$ cat config.mk
export PLATFORM = sky130hd
export DESIGN_NAME = tt_ctrl_sel_seq
export DESIGN_NICKNAME = d
export VERILOG_FILES = /design/src/rtl/tt_ctrl_pkg.sv /design/src/rtl/tt_ctrl_sel_timer.sv /design/src/rtl/tt_ctrl_sel_seq.sv
export SDC_FILE = /design/constraint.sdc
export NUM_CORES = 1
export LEC_CHECK = 0
export CAP_MARGIN = 25
export CORE_MARGIN = 2
export CORE_UTILIZATION = 44
export CTS_BUF_LIST = sky130_fd_sc_hd__clkbuf_4 sky130_fd_sc_hd__clkbuf_8
export DETAILED_ROUTE_END_ITERATION = 8
export DONT_BUFFER_PORTS = 1
export SETUP_SLACK_MARGIN = 0.2
export SLEW_MARGIN = 20
export SYNTH_ARGS = -nofsm -noshare
export SYNTH_HDL_FRONTEND = slang
export SYNTH_HIERARCHICAL = 1
export SYNTH_SLANG_ARGS = --single-unit
$ cat constraint.sdc
create_clock -name clk -period 2.29 [get_ports clk]
set_input_delay 0.3435 -clock clk [delete_from_list [all_inputs] [get_ports clk]]
set_output_delay 0.3435 -clock clk [all_outputs]
set_load 0.02 [all_outputs]
$ cat src/rtl/tt_ctrl_pkg.sv
// Shared definitions for the mux-select initiator: FSM state encoding,
// default timing constants and the phase-timer width helper.
package tt_ctrl_pkg;

    typedef enum logic [2:0] {
        ST_IDLE   = 3'd0,
        ST_DIS    = 3'd1,
        ST_RST    = 3'd2,
        ST_INC_H  = 3'd3,
        ST_INC_L  = 3'd4,
        ST_SETTLE = 3'd5
    } state_e;

    localparam int DEF_ADDR_W     = 10;
    localparam int DEF_MAX_ADDR   = 1023;
    localparam int DEF_RST_CYC    = 2;
    localparam int DEF_PULSE_CYC  = 1;
    localparam int DEF_SETTLE_CYC = 2;

    // The timer holds CYC-1 at most, so clog2 of the largest phase suffices (min 1 bit).
    function automatic int tmr_width(input int a, input int b, input int c);
        int m;
        m = a;
        if (b > m) m = b;
        if (c > m) m = c;
        return (m <= 2) ? 1 : $clog2(m);
    endfunction

endpackage

$ cat src/rtl/tt_ctrl_sel_timer.sv
// Loadable down-counter that times each FSM phase; zero_o marks the last cycle
// of the phase that was loaded with (cycles - 1).
module tt_ctrl_sel_timer #(
    parameter int W = 1
) (
    input  logic         clk,
    input  logic         rst_n,
    input  logic         load_i,
    input  logic [W-1:0] load_val_i,
    output logic         zero_o
);

    logic [W-1:0] cnt_q;
    logic [W-1:0] cnt_d;

    always_comb begin
        cnt_d = cnt_q;
        if (load_i) begin
            cnt_d = load_val_i;
        end else if (cnt_q != '0) begin
            cnt_d = cnt_q - W'(1);
        end
    end

    always_ff @(posedge clk) begin
        if (!rst_n) begin
            cnt_q <= '0;
        end else begin
            cnt_q <= cnt_d;
        end
    end

    assign zero_o = (cnt_q == '0);

endmodule

$ cat src/rtl/tt_ctrl_sel_seq.sv
// Mux-select initiator: turns a target design address into the select-counter
// reset/increment pulse train, tracks the selected address, then drives ctrl_ena.
module tt_ctrl_sel_seq
    import tt_ctrl_pkg::*;
#(
    parameter int ADDR_W     = DEF_ADDR_W,
    parameter int MAX_ADDR   = DEF_MAX_ADDR,
    parameter int RST_CYC    = DEF_RST_CYC,
    parameter int PULSE_CYC  = DEF_PULSE_CYC,
    parameter int SETTLE_CYC = DEF_SETTLE_CYC
) (
    input  logic              clk,
    input  logic              rst_n,
    input  logic              req_valid,
    input  logic [ADDR_W-1:0] req_addr,
    input  logic              req_ena,
    output logic              req_ready,
    output logic              req_err,
    output logic              busy,
    output logic [ADDR_W-1:0] cur_addr,
    output logic              cur_vld,
    output logic              ctrl_sel_rst_n,
    output logic              ctrl_sel_inc,
    output logic              ctrl_ena
);

    localparam int                TMR_W = tmr_width(RST_CYC, PULSE_CYC, SETTLE_CYC);
    localparam logic [ADDR_W-1:0] MAX_A = ADDR_W'(MAX_ADDR);

    state_e            state_q, state_d;
    logic [ADDR_W-1:0] tgt_q;
    logic              ena_q;
    logic [ADDR_W-1:0] cur_addr_q, cur_addr_d;
    logic              cur_vld_q, cur_vld_d;
    logic              ctrl_ena_q, ctrl_ena_d;
    logic              err_q, err_d;
    logic              sel_rst_n_q, sel_rst_n_d;
    logic              sel_inc_q, sel_inc_d;
    logic              ready_q, ready_d;
    logic              tmr_load, tmr_zero;
    logic [TMR_W-1:0]  tmr_val;
    logic              accept, addr_bad, addr_hit;

    assign accept   = req_valid && ready_q;
    assign addr_bad = (req_addr > MAX_A);
    assign addr_hit = cur_vld_q && (req_addr == cur_addr_q);

    tt_ctrl_sel_timer #(
        .W (TMR_W)
    ) u_timer (
        .clk        (clk),
        .rst_n      (rst_n),
        .load_i     (tmr_load),
        .load_val_i (tmr_val),
        .zero_o     (tmr_zero)
    );

    always_ff @(posedge clk) begin
        if (!rst_n) begin
            state_q <= ST_IDLE;
        end else begin
            state_q <= state_d;
        end
    end

    always_comb begin
        state_d = state_q;
        unique case (state_q)
            ST_IDLE: begin
                if (accept && !addr_bad && !addr_hit) state_d = ST_DIS;
            end
            ST_DIS: begin
                if (!cur_vld_q || (tgt_q < cur_addr_q)) state_d = ST_RST;
                else if (tgt_q == cur_addr_q)            state_d = ST_SETTLE;
                else                                     state_d = ST_INC_H;
            end
            ST_RST: begin
                if (tmr_zero) state_d = (tgt_q != '0) ? ST_INC_H : ST_SETTLE;
            end
            ST_INC_H: begin
                if (tmr_zero) state_d = ST_INC_L;
            end
            ST_INC_L: begin
                if (tmr_zero) state_d = (cur_addr_q != tgt_q) ? ST_INC_H : ST_SETTLE;
            end
            ST_SETTLE: begin
                if (tmr_zero) state_d = ST_IDLE;
            end
            default: state_d = ST_IDLE;
        endcase
    end

    // Each phase change reloads the timer with the new phase length minus one.
    always_comb begin
        tmr_load = (state_d != state_q);
        unique case (state_d)
            ST_RST:             tmr_val = TMR_W'(RST_CYC - 1);
            ST_INC_H, ST_INC_L: tmr_val = TMR_W'(PULSE_CYC - 1);
            ST_SETTLE:          tmr_val = TMR_W'(SETTLE_CYC - 1);
            default:            tmr_val = '0;
        endcase
    end

    always_comb begin
        cur_addr_d  = cur_addr_q;
        cur_vld_d   = cur_vld_q;
        ctrl_ena_d  = ctrl_ena_q;
        err_d       = 1'b0;
        sel_rst_n_d = (state_d != ST_RST);
        sel_inc_d   = (state_d == ST_INC_H);
        ready_d     = (state_d == ST_IDLE);
        if ((state_q == ST_IDLE) && accept) begin
            if (addr_bad)      err_d      = 1'b1;
            else if (addr_hit) ctrl_ena_d = req_ena;
        end
        if (state_q == ST_DIS) ctrl_ena_d = 1'b0;
        if (state_d == ST_RST) cur_vld_d = 1'b0;
        if ((state_q == ST_RST) && (state_d != ST_RST)) begin
            cur_vld_d  = 1'b1;
            cur_addr_d = '0;
        end
        // The counters advance on the rising inc edge, so the position moves on INC_H entry.
        if ((state_d == ST_INC_H) && (state_q != ST_INC_H)) begin
            cur_addr_d = ((state_q == ST_RST) ? '0 : cur_addr_q) + ADDR_W'(1);
        end
        if ((state_q == ST_SETTLE) && (state_d == ST_IDLE)) ctrl_ena_d = ena_q;
    end

    always_ff @(posedge clk) begin
        if (!rst_n) begin
            cur_addr_q  <= '0;
            cur_vld_q   <= 1'b0;
            ctrl_ena_q  <= 1'b0;
            err_q       <= 1'b0;
            sel_rst_n_q <= 1'b0;
            sel_inc_q   <= 1'b0;
            ready_q     <= 1'b1;
        end else begin
            cur_addr_q  <= cur_addr_d;
            cur_vld_q   <= cur_vld_d;
            ctrl_ena_q  <= ctrl_ena_d;
            err_q       <= err_d;
            sel_rst_n_q <= sel_rst_n_d;
            sel_inc_q   <= sel_inc_d;
            ready_q     <= ready_d;
        end
    end

    always_ff @(posedge clk) begin
        if (accept) begin
            tgt_q <= req_addr;
            ena_q <= req_ena;
        end
    end

    assign req_ready      = ready_q;
    assign busy           = ~ready_q;
    assign req_err        = err_q;
    assign cur_addr       = cur_addr_q;
    assign cur_vld        = cur_vld_q;
    assign ctrl_sel_rst_n = sel_rst_n_q;
    assign ctrl_sel_inc   = sel_inc_q;
    assign ctrl_ena       = ctrl_ena_q;

endmodule
==> qor.log <==
qor: global_route.grt_first_pass_wirelength 9330 um
qor: synthesis.netlist_instances 222
qor: critical_path.critical_path.endpoint_type register
qor: clocking.tritoncts_num_sinks 31
qor: die.fp.dieArea 5000 um2
qor: cells_and_area.num-nets-final 281
qor: clocking.cts_htree_levels 2
qor: synthesis.synthDominantAreaCellType sky130_fd_sc_hd__dfxtp_1
qor: clocking.tritoncts built
qor: synthesis.synth_warnings 6
qor: power.pwr_density_cell 1180 nW/um2
qor: clocking.clock_tree.buffer_depth 2
qor: timing.max_slew_margin_vs_limit 65.0%
qor: synthesis.synthesis.area_per_instance 8.82 um2
qor: die.placement_rows 24
qor: clocking.cts-root-buf sky130_fd_sc_hd__clkbuf_8
qor: route.drt_first_iter_violations 117
qor: power.static-leakage-power 0.951 nW
qor: critical_path.start_kind register
qor: place.placed_cells_incl_taps 287
qor: synthesis.synth-seq-area-share 37.3%
qor: min_path.hold_path_startpoint req_addr[3]
qor: power.power.internal 1.82 mW
qor: timing.fmax 449 MHz
qor: min_path.worst_hold_path.num_cells 0
qor: power.vdd_drop_max 0.000770 V
qor: critical_path.reg2reg_to cur_addr[5]$_SDFFE_PN0P_
qor: timing.setup_viol 0
qor: die.dieWidth 70.7 um
qor: place.gpl.final_weighted_congestion 0.875
qor: cells_and_area.area_delta_synth_final 34.4%
qor: clocking.clock_latency 290 ps
qor: die.num_io_pins 31
qor: timing.setup_tns 0 ps
qor: timing.tightest_slew 523 ps
qor: critical_path.largest_driver_fanout_on_the_critical_path 5
qor: critical_path.worstPathCellList inv_4 > ha_4 > and4_4 > nand3_2 > a31o_1 > o211ai_1 > buf_4 > buf_4 > nand3_4 > o211ai_1
qor: route.avgViaCountPerCell 6.16
qor: critical_path.timing.critical_path.arrival 2390 ps
qor: synthesis.synth.ff_latch_count 31
qor: run_status.outcome complete, no violations
qor: synthesis.synthesis.nets 247
qor: flow_run.maxCapViolations 0
qor: route.dr.pass1.iters 4
qor: clocking.clk_pin_slew_worst_paths 70 ps
qor: synthesis.synth_area 1960 um2
qor: timing.finalClockSkew 10.8 ps
qor: die.placeableCoreArea 4320 um2
qor: critical_path.cp_slowest_cell sky130_fd_sc_hd__dfxtp_4
qor: synthesis.synth_cell_type_count 52
qor: cells_and_area.stdcell_count 309
qor: synthesis.synth.most_common_cell sky130_fd_sc_hd__dfxtp_1
qor: route.route.vias.total 1902
qor: critical_path.cp_data_required_time 2450 ps
qor: global_route.antenna_found_initial 0
qor: power.switching_share 41.7%
qor: power.sequential_group_share_of_total_power 25.4%
qor: clocking.cts_hold_buf 0
qor: global_route.grt_overflow 0
qor: route.drc 0
qor: route.overall_routed_net_length 5980 um
qor: critical_path.reg2reg_setup_slack 60 ps
qor: place.port_buffers 0
qor: power.net-switching-power 1.30 mW
qor: timing.maxSlewViolCount 0
qor: place.post-dp-hpwl 4190 um
qor: synthesis.synth_enable_flop_cells 11
qor: critical_path.r2r.worst_path.cells 10
qor: timing.hold_violations 0
qor: critical_path.worst_r2r_startpoint cur_addr[9]$_SDFFE_PN0P_
qor: clocking.tritoncts_buffers 5
qor: power.clock_power_share 14.9%
qor: synthesis.synth-async-reset-ratio 0%
qor: die.initial_core_util 45.3%
qor: timing.rsz0062_at_grt true
qor: synthesis.netlist_top_cells_count 20 x sky130_fd_sc_hd__dfxtp_1, 18 x sky130_fd_sc_hd__nand2_1, 16 x sky130_fd_sc_hd__inv_1
qor: die.die_height 70.7 um
qor: cells_and_area.finish.utilization 60.9%
qor: cells_and_area.antenna_cells_inserted 0
qor: global_route.pin_count_of_the_biggest_net_entering_global_routing 13
qor: cells_and_area.fraction_of_layout_instances_using_a_drive_strength_above_1 36.2%
qor: timing.fin_crit_sh 97.2%
qor: synthesis.post_synth_main_area_contributors sky130_fd_sc_hd__dfxtp_1 20%, sky130_fd_sc_hd__edfxtp_1 17%, sky130_fd_sc_hd__ha_1 7.0%
qor: synthesis.ys_dominant_reg_cell sky130_fd_sc_hd__dfxtp_1
qor: route.detail-route-antenna-nets 0
qor: critical_path.max_stage_delay 410 ps
qor: critical_path.crit_type register to register
qor: power.pwr-share-comb 59.7%
qor: power.total_power 3.12 mW
qor: global_route.groute.usage.overall 24.3%
qor: synthesis.share_of_the_synthesized_area_in_the_top_cell_type 20.4%
qor: global_route.grt_pass1_vias 1898
qor: timing.fin_crit 2230 ps
qor: route.routed_wl_per_cell 19.3 um
qor: min_path.min_path_type input pin to register
qor: min_path.whs_endpoint tgt_q[3]$_DFFE_PP_
-- worst max-delay path by stage --
| stage | startpoint | end | slack, ps |
|---|---|---|---|
| 2_1_floorplan | cur_addr[6]$_SDFFE_PN0P_ | cur_addr[2]$_SDFFE_PN0P_ | 200 |
| 3_3_place_gp | cur_addr[9]$_SDFFE_PN0P_ | cur_addr[5]$_SDFFE_PN0P_ | -100 |
| 3_5_place_dp | cur_addr[8]$_SDFFE_PN0P_ | cur_addr[5]$_SDFFE_PN0P_ | -60 |
| 4_1_cts | cur_addr[9]$_SDFFE_PN0P_ | cur_addr[6]$_SDFFE_PN0P_ | 160 |
| 5_1_grt | tgt_q[7]$_DFFE_PP_ | cur_addr[5]$_SDFFE_PN0P_ | 30 |
| 6_report | cur_addr[9]$_SDFFE_PN0P_ | cur_addr[5]$_SDFFE_PN0P_ | 60 |
-- power groups by stage --
stage / Clock, mW / Sequential [mW] / Combinational, mW
after detailed placement: 0 / 0.795 / 1.28
after floorplan: 0 / 0.789 / 0.919
after CTS: 0.466 / 0.787 / 1.68
after global placement: 0 / 0.795 / 1.27
after global routing: 0.494 / 0.800 / 1.99
final: 0.465 / 0.790 / 1.86
-- registers in the layout, summed over array words and instances, names as in the netlist --
name,count
ctrl_ena,1
ctrl_sel_inc,1
ctrl_sel_rst_n,1
cur_addr,10
cur_vld,1
ena_q,1
req_err,1
req_ready,1
state_q,3
tgt_q,10
u_timer/cnt_q,1
-- per-stage QoR --
step                      worst slack, ps  hold WS (ps)  cell area, um2
after floorplan                       204           442            2060
after global placement               -103           442            2250
after detailed placement            -59.1           442            2250
after CTS                             160           147            2500
after global routing                 26.2           137            2630
final                                63.7           145            2630
-- worst max-delay path: cells and delay by family (launching register included) --
family | cells | cell delay, ps
compound gates | 3 | 620
simple gates | 3 | 440
flops | 1 | 410
buf+inv | 3 | 370
fa+ha+maj | 1 | 270
-- layout make-up --
cell class | count | area [um2]
Tap cell | 52 | 65.1
Clock inverter | 1 | 5.00
Sequential cell | 31 | 766
Fill cell | 377 | 1690
Inverter | 16 | 65.1
Clock buffer | 7 | 90.1
Timing Repair Buffer | 38 | 310
Multi-Input combinational cell | 164 | 1330
-- metal layers --
metal | share of wire, % | GRT usage (%) | up-vias | routed length [um]
li1 | - | - | 904 | -
met1 | 44 | 31.8 | 896 | 2640
met2 | 45 | 37.4 | 85 | 2710
met3 | 8.0 | 6.98 | 17 | 477
met4 | 2.5 | 10.9 | 0 | 147
met5 | 0 | 0 | - | 0
-- timing repair --
action                                  CTS  global route
setup buffers                            10             3
resized for setup                        20            20
pin swaps                                 8            11
endpoints found under the setup margin   16            16
gates cloned                              1             0
endpoints found under the hold margin     0             0
-- cells in the final DEF (no fill, tap or decap), types with 7 or more instances in the layout --
cell type	synthesis	layout
sky130_fd_sc_hd__xnor2_1	11	11
sky130_fd_sc_hd__nor2_1	11	11
sky130_fd_sc_hd__nand2_1	18	17
sky130_fd_sc_hd__dfxtp_4	0	9
sky130_fd_sc_hd__inv_1	16	10
sky130_fd_sc_hd__nand4_1	9	9
sky130_fd_sc_hd__a211o_1	8	8
sky130_fd_sc_hd__o21ai_0	8	7
sky130_fd_sc_hd__nand3_1	14	10
sky130_fd_sc_hd__edfxtp_1	11	11
sky130_fd_sc_hd__buf_4	1	32
sky130_fd_sc_hd__dfxtp_1	20	10
-- kinds of logic after synthesis --
family,share of synthesized area [%]
xor+xnor,5.81
flops,37.3
compound gates,20.6
buf+inv,6.13
other cells,0.192
fa+ha+maj,7.03
simple gates,22.9
No activity file was read; power rests on OpenSTA's default activity.
